===== src/rtl/qamdemod.sv =====
// qamdemod: three-stage hard-decision square-QAM slicer with Gray decode, valid/ready flow and a clipped-symbol counter.
//   clk, rst (async active-low)
//   i_dv/i_ready/i_i/i_q      : signed I/Q sample input handshake
//   o_dv/o_ready/o_s          : decoded symbol output handshake, o_s = {I Gray bits, Q Gray bits}
//   i_sat_clr/o_sat_cnt       : clear / saturating count of delivered symbols that fell outside the decision range
module qamdemod #(
  parameter int MODULATION_ORDER = 64,
  parameter int IQ_WIDTH = 12,
  parameter int FRAC_BITS = 4
) (
  input  logic clk,
  input  logic rst,
  input  logic i_dv,
  output logic i_ready,
  input  logic signed [IQ_WIDTH-1:0] i_i,
  input  logic signed [IQ_WIDTH-1:0] i_q,
  output logic o_dv,
  input  logic o_ready,
  output logic [$clog2(MODULATION_ORDER)-1:0] o_s,
  input  logic i_sat_clr,
  output logic [15:0] o_sat_cnt
);
  localparam int B = $clog2(MODULATION_ORDER) / 2;
  localparam int W = IQ_WIDTH + 2;
  localparam logic [W-1:0] OFF = W'((2 ** B) << FRAC_BITS);
  if (FRAC_BITS + B + 1 > IQ_WIDTH - 1) begin : g_bad_width
    $error("qamdemod: FRAC_BITS + log2(K) + 1 must not exceed IQ_WIDTH - 1");
  end
  if (4 ** B != MODULATION_ORDER) begin : g_bad_order
    $error("qamdemod: MODULATION_ORDER must be an even power of two");
  end
  // Shift the sample so level 0 starts at u = 0; each level then spans 2^(FRAC_BITS+1).
  // Anything above the top level shows up as nonzero bits above the level index.
  function automatic logic [B:0] slice(input logic [IQ_WIDTH-1:0] x);
    logic [W-1:0] u;
    logic hi;
    u = {{2{x[IQ_WIDTH-1]}}, x} + OFF;
    hi = |u[W-2:B+FRAC_BITS+1];
    return {u[W-1] | hi, u[W-1] ? {B{1'b0}} : hi ? {B{1'b1}} : u[B+FRAC_BITS:FRAC_BITS+1]};
  endfunction
  logic v1, v2, sat2, sat3, en2, en3;
  logic [IQ_WIDTH-1:0] x1_i, x1_q;
  logic [B-1:0] k_i, k_q;
  logic [B:0] sl_i, sl_q;
  assign sl_i = slice(x1_i);
  assign sl_q = slice(x1_q);
  assign en3 = !o_dv | o_ready;
  assign en2 = !v2 | en3;
  assign i_ready = !v1 | en2;
  always_ff @(posedge clk or negedge rst) begin
    if (!rst) begin
      v1 <= 1'b0;
      v2 <= 1'b0;
      o_dv <= 1'b0;
      x1_i <= '0;
      x1_q <= '0;
      k_i <= '0;
      k_q <= '0;
      sat2 <= 1'b0;
      sat3 <= 1'b0;
      o_s <= '0;
      o_sat_cnt <= '0;
    end else begin
      if (i_ready) v1 <= i_dv;
      if (i_ready && i_dv) begin
        x1_i <= i_i;
        x1_q <= i_q;
      end
      if (en2) v2 <= v1;
      if (en2 && v1) begin
        k_i <= sl_i[B-1:0];
        k_q <= sl_q[B-1:0];
        sat2 <= sl_i[B] | sl_q[B];
      end
      if (en3) o_dv <= v2;
      if (en3 && v2) begin
        o_s <= {k_i ^ (k_i >> 1), k_q ^ (k_q >> 1)};
        sat3 <= sat2;
      end
      o_sat_cnt <= i_sat_clr ? '0 : (o_dv && o_ready && sat3 && !(&o_sat_cnt)) ? o_sat_cnt + 16'd1 : o_sat_cnt;
    end
  end
endmodule


===== config.mk =====
export PLATFORM = sky130hd
export DESIGN_NAME = qamdemod
export DESIGN_NICKNAME = d
export VERILOG_FILES = /design/src/rtl/qamdemod.sv
export SDC_FILE = /design/constraint.sdc
export NUM_CORES = 1
export LEC_CHECK = 0
export ABC_CLOCK_PERIOD_IN_PS = 2200
export BUFFER_PORTS_ARGS = -buffer_cell sky130_fd_sc_hd__buf_2
export CAP_MARGIN = 20
export CORE_MARGIN = 10
export CORE_UTILIZATION = 50
export DETAILED_ROUTE_END_ITERATION = 7
export HOLD_SLACK_MARGIN = 0.15
export PLACE_DENSITY = 0.75
export SLEW_MARGIN = 10
export SYNTH_ARGS = -nofsm -noshare
export SYNTH_HDL_FRONTEND = slang
export SYNTH_SLANG_ARGS = --single-unit

===== constraint.sdc =====
create_clock -name clk -period 2.2 [get_ports clk]
set_input_delay 0.11 -clock clk [delete_from_list [all_inputs] [get_ports clk]]
set_output_delay 0.11 -clock clk [all_outputs]
set_load 0.01 [all_outputs]

==> results.json, run 1 <==
{
  "clockBufferDepth": 2,
  "clkSinkCount": 47,
  "place_hpwl_um": 3610,
  "power_mw": 2.00,
  "ys_types": 39,
  "multiInputGateArea_sq_mm": 0.00104,
  "instances_no_fill": 328,
  "finalSetupTns_ns": 0,
  "antenna_found_initial": 0,
  "yosysWarnings": 0,
  "holdWs_ns": 0.234,
  "dp_cells": 304,
  "clk_pin_slew_worst_paths_ns": 0.08,
  "end_kind": "flop",
  "hold_violations": 0,
  "regArea_sq_mm": 0.00118,
  "io_pins": 53,
  "hp-class": "in -> reg",
  "vdd.ir_drop.worst_v": 0.000619,
  "rows": 24,
  "period_needed_ns": 2.05,
  "initial_core_util_pct": 51.6,
  "grt_usage_pct": 13.8,
  "cp-start-kind": "primary input",
  "worst_pin_slew_ns": 0.643,
  "fin_skew_ns": 0.00272,
  "drt-initial-drc-count": 102,
  "cp_max_fo": 5,
  "final_nets": 308,
  "worst-endpoint-required_ns": 2.38,
  "cts_htree_levels": 2,
  "worstSetupPathType": "in -> reg",
  "period_share_pct": 93.3,
  "fill_cells": 346,
  "cts_tree": "done",
  "timing.fmax_mhz": 487,
  "wl_per_cell_um": 15.2,
  "cp.arrival_ns": 2.23,
  "grt_first_pass_wirelength_um": 8490,
  "dr.pass1.iters": 4,
  "dieArea_sq_mm": 0.00762,
  "cts_buffers": 5,
  "ys_top_cells_by_area": "dfrtp_1 (52%), mux2_2 (10%), a21oi_1 (2.9%)",
  "clock_latency_ns": 0.29,
  "yosysSeqAreaShare_pct": 52.0,
  "via_per_inst": 5.47,
  "slew_violations": 0,
  "area_growth_pct": 24.9,
  "die_y_um": 87.3,
  "p_leak_nw": 1.23,
  "netlist.area_leader.share_pct": 52.0,
  "vias": 1793,
  "rsz0062_at_grt": "false",
  "die_w_um": 87.3,
  "ant_nets": 0,
  "cts_root_buf": "clkbuf_8",
  "drc_errors": 0,
  "drive_gt1_share_pct": 31.2,
  "maxCapViolations": 0,
  "powerDensity_mw_per_mm2": 706,
  "netlist_area_sq_mm": 0.00226,
  "overflow": 0,
  "yosys.area.top_type": "dfrtp_1",
  "io_buffers": 42,
  "syn_inst": 207,
  "synth-seq-cells": 47,
  "gp_congestion": 0.807,
  "synth_nets": 239,
  "grt_max_degree": 27,
  "setup_viol": 0,
  "wl_um": 5000,
  "synth.avg_cell_area_sq_um": 10.9,
  "grt_pass1_vias": 1866,
  "slew_headroom_pct": 56.7,
  "status": "completed",
  "core_sq_mm": 0.00438,
  "antenna_cells": 0
}
==> worst max-delay path, cell delays in order <==
cell	delay [ns]
dlygate4sd3_1	0.53
buf_2	0.14
nand3_1	0.16
or4_1	0.59
nor4_1	0.34
mux2_2	0.37
==> logic make-up after synthesis <==
group	count (synthesis)	synth area share (%)
multiplexers	21	10.4
flip-flops	47	52.0
buffers and inverters	9	1.99
adder cells (fa/ha/maj)	3	1.66
AND/OR/NAND/NOR	79	19.5
AO/OA/AOI/OAI	44	12.9
XOR/XNOR	4	1.55
==> routing by layer <==
metal  part of all wire (%)  up-vias  global-route usage (%)
li1                       -      906                       -
met1                     41      843                    14.9
met2                     52       39                    24.4
met3                    5.5        5                    4.49
met4                   0.92        0                    4.64
met5                      0        -                       0
==> registers in the layout, indices dropped and copies added (netlist names) <==
signal,count
k_i,3
k_q,3
o_dv,1
o_s,6
o_sat_cnt,16
sat2,1
sat3,1
v1,1
v2,1
x1_i,7
x1_q,7
==> where the power goes <==
group          total, mW  internal [mW]  leakage [nW]  switching, mW
clock network      0.512          0.247        0.0470          0.265
logic              0.398          0.215         0.607          0.183
registers           1.09          0.988         0.577         0.0990
==> cell usage after synthesis, drive strengths merged <==
cell          n
dfrtp        47
mux2         21
nand2        17
a21oi        13
o21ai        10
nand4         9
nor2          9
nand3         7
or4           7
nand2b        6
nor4          6
o31ai         6
or3           5
inv           4
nor2b         4
o21bai        4
xnor2         4
a22o          3
ha            3
o311a         3
buf           2
dlygate4sd1   2
nand3b        2
nor3          2
or2           2
a211o         1
a211oi        1
a21o          1
and2          1
and3          1
clkbuf        1
nand4b        1
o221a         1
o32a          1
==> cell type report <==
type                    instances  share of cell area (%)
repair buffers                 67                    15.6
well taps                      52                    2.30
inverters                       4                   0.531
multi-input cells             151                    36.9
clock buffers                   6                    2.92
flip-flops and latches         47                    41.6
clock inverters                 1                   0.177
==> timing repair <==
action,in CTS,in global routing
hold buffers,17,0
resized for setup,0,0
endpoints found under the hold margin,40,0
buffers inserted,0,0
setup endpoints to repair,0,0
==> worst paths after layout <==
path,end,startpoint,slack (ns),cells past startpoint
worst max register to register,o_sat_cnt[15],o_sat_cnt[4],0.15,4
worst min register to register,o_s[3],o_s[3],0.48,2
min in group asynchronous,o_sat_cnt[3],rst,0.34,2
worst max-delay path,o_sat_cnt[15],o_ready,0.15,6
max in group asynchronous,x1_q[9],rst,1.24,3
worst min-delay path,o_sat_cnt[8],i_sat_clr,0.23,2
==> placed cells by master, fill, tap and decap left out, drive strengths merged, types with 5 or more instances in the layout <==
cell type / count
a21oi: 13
buf: 50
clkbuf: 6
dfrtp: 47
dlygate4sd3: 17
mux2: 21
nand2: 17
nand2b: 6
nand3: 7
nand4: 9
nor2: 9
nor4: 6
o21ai: 10
o31ai: 6
or3: 5
or4: 7
==> metrics by stage <==
step           setup slack [ns]  util [%]  instance area, sq um
3_3_place_gp              0.208      58.6                  2570
6_report                  0.147      64.5                  2830
5_1_grt                  0.0468      64.5                  2830
3_5_place_dp              0.159      58.6                  2570
4_1_cts                   0.157      64.5                  2830
2_1_floorplan             0.219         -                  2260
No activity file was read; power rests on OpenSTA's default activity.
==> run 2: changes to the inputs <==
--- a/config.mk
+++ b/config.mk
@@ -8,3 +8,3 @@
 export ABC_CLOCK_PERIOD_IN_PS = 2200
-export BUFFER_PORTS_ARGS = -buffer_cell sky130_fd_sc_hd__buf_2
+export BUFFER_PORTS_ARGS = -buffer_cell sky130_fd_sc_hd__buf_4
 export CAP_MARGIN = 20
==> constraint.sdc (replaced) <==
create_clock -name clk -period 2.2 [get_ports clk]
set_input_delay 0.44 -clock clk [delete_from_list [all_inputs] [get_ports clk]]
set_output_delay 0.44 -clock clk [all_outputs]
set_load 0.01 [all_outputs]
==> run 2 against run 1 <==
Net effect: sequential share of layout area is 1.0 points higher; global-route usage is 0.14 points lower; non-clock buffer count is 18 lower; critical path depth is 2 lower; core utilization is 1.6 points lower; sequential power hardly changed; flip-flop and latch count stayed put; clock power is 0.8% higher; cell area is 2.4% lower; power is 1.0% higher; setup slack better by 0.013 ns; critical path type is now reg -> reg; critical endpoint is now o_sat_cnt[13]; largest power group unchanged; highest routed layer unchanged.
==> results.json, run 2 (same netlist as run 1, synthesis figures left out) <==
{
  "antenna_found_initial": 0,
  "worst-path-buf-inv": 0,
  "gp_congestion": 0.790,
  "worst_pin_slew_ns": 0.754,
  "dr.pass1.iters": 4,
  "instances_no_fill": 311,
  "hp-class": "in -> async",
  "place_hpwl_um": 3580,
  "final_nets": 290,
  "rsz0062_at_grt": "false",
  "slew_headroom_pct": 49.3,
  "worstSetupPathType": "reg -> reg",
  "worst-endpoint-required_ns": 2.40,
  "max_stage_delay_ns": 0.65,
  "die_w_um": 87.3,
  "reg2reg_depth": 4,
  "cts_buffers": 5,
  "vdd.ir_drop.worst_v": 0.000657,
  "regMostFlops": "o_sat_cnt",
  "cts_htree_levels": 2,
  "clkSinkCount": 47,
  "grt_pass1_vias": 1870,
  "fin_ws_ns": 0.160,
  "period_needed_ns": 2.04,
  "overflow": 0,
  "largest_register_ffs": 16,
  "ant_nets": 0,
  "antenna_cells": 0,
  "regArea_sq_mm": 0.00118,
  "final_common_cell": "buf_4",
  "status": "completed",
  "fill_cells": 376,
  "fin_util_pct": 62.9,
  "via_per_inst": 5.75,
  "cts_tree": "done",
  "slew_violations": 0,
  "grt_max_degree": 48,
  "core_sq_mm": 0.00438,
  "io_pins": 53,
  "pre_cts_slack_ns": 0.110,
  "vias": 1788,
  "reg2reg_to": "o_sat_cnt[13]",
  "maxCapViolations": 0,
  "grt_usage_pct": 13.6,
  "cp_max_fo": 6,
  "period_share_pct": 92.7,
  "hold_violations": 0,
  "powerDensity_mw_per_mm2": 731,
  "clockBufferDepth": 2,
  "io_buffers": 42,
  "p_leak_nw": 1.17,
  "cp-start-kind": "flop",
  "holdWs_ns": 0.124,
  "reg2reg_slack_ns": 0.16,
  "power_mw": 2.02,
  "drt-initial-drc-count": 89,
  "largest_registers": "o_sat_cnt: 16 flops, x1_i: 7 flops, x1_q: 7 flops",
  "finalSetupTns_ns": 0,
  "dp_cells": 303,
  "setup_viol": 0,
  "placed_area_sq_mm": 0.00267,
  "clock_latency_ns": 0.31,
  "final_area_sq_mm": 0.00276,
  "dieArea_sq_mm": 0.00762,
  "cpMaxStageDelayCell": "or4_1",
  "r2r-start": "o_sat_cnt[4]",
  "drc_errors": 0,
  "timing.fmax_mhz": 490,
  "end_kind": "flop",
  "postCtsSetupBuffers": 0,
  "rows": 24,
  "die_y_um": 87.3,
  "cts_root_buf": "clkbuf_8",
  "grt_first_pass_wirelength_um": 8450,
  "cp.arrival_ns": 2.24,
  "wl_per_cell_um": 15.5,
  "clk_pin_slew_worst_paths_ns": 0.09,
  "multiInputGateArea_sq_mm": 0.00105,
  "area_growth_pct": 21.8,
  "wl_um": 4810,
  "initial_core_util_pct": 51.6,
  "drive_gt1_share_pct": 33.2,
  "fin_skew_ns": 0.00764,
  "crit_chain": "nand3_2 -> or4_1 -> nor4_1 -> mux2_2",
  "layout_common_cells": "buf_4 (49), dfrtp_1 (47), mux2_2 (21), nand2_1 (17), a21oi_1 (13)",
  "critPathTopFamily": "simple AND/OR/NAND/NOR gates"
}
[run 2: power by group]
group | total [mW] | internal (mW) | switching (mW)
Clock | 0.516 | 0.222 | 0.293
Combinational | 0.413 | 0.235 | 0.178
Sequential | 1.09 | 0.988 | 0.100
[run 2: how the worst max path moves through the flow]
stage                  from       endpoint  slack (ns)  cells after the start
2_1_floorplan  o_sat_cnt[3]  o_sat_cnt[15]        0.22                      5
3_3_place_gp        o_ready  o_sat_cnt[15]        0.12                      5
3_5_place_dp        o_ready  o_sat_cnt[15]        0.11                      5
4_1_cts        o_sat_cnt[4]  o_sat_cnt[15]        0.13                      4
5_1_grt        o_sat_cnt[6]  o_sat_cnt[13]        0.08                      4
6_report       o_sat_cnt[4]  o_sat_cnt[13]        0.16                      4
[run 2: worst register-to-register path, cell delays in order, from the launching register on]
cell     delay, ns
dfrtp_1       0.45
nand3_2       0.12
or4_1         0.65
nor4_1        0.35
mux2_2        0.38
[run 2: what timing repair did]
item	4_1_cts	5_1_grt
hold endpoints to repair	0	0
endpoints found under the setup margin	0	1
resized for setup	0	1
hold buffers	0	0
[run 2: final cells by class]
type / count / share of cell area, %
Clock buffer: 6 / 2.63
Clock inverter: 2 / 0.454
Inverter: 4 / 0.544
Multi-Input combinational cell: 151 / 38.0
Sequential cell: 47 / 42.6
Tap cell: 52 / 2.36
Timing Repair Buffer: 49 / 13.3
[run 2: layer usage]
| metal | wire length (um) | up-vias | global-route usage (%) |
|---|---|---|---|
| li1 | - | 873 | - |
| met1 | 2060 | 862 | 15.1 |
| met2 | 2330 | 44 | 22.6 |
| met3 | 334 | 9 | 5.06 |
| met4 | 90 | 0 | 6.23 |
| met5 | 0 | - | 0 |
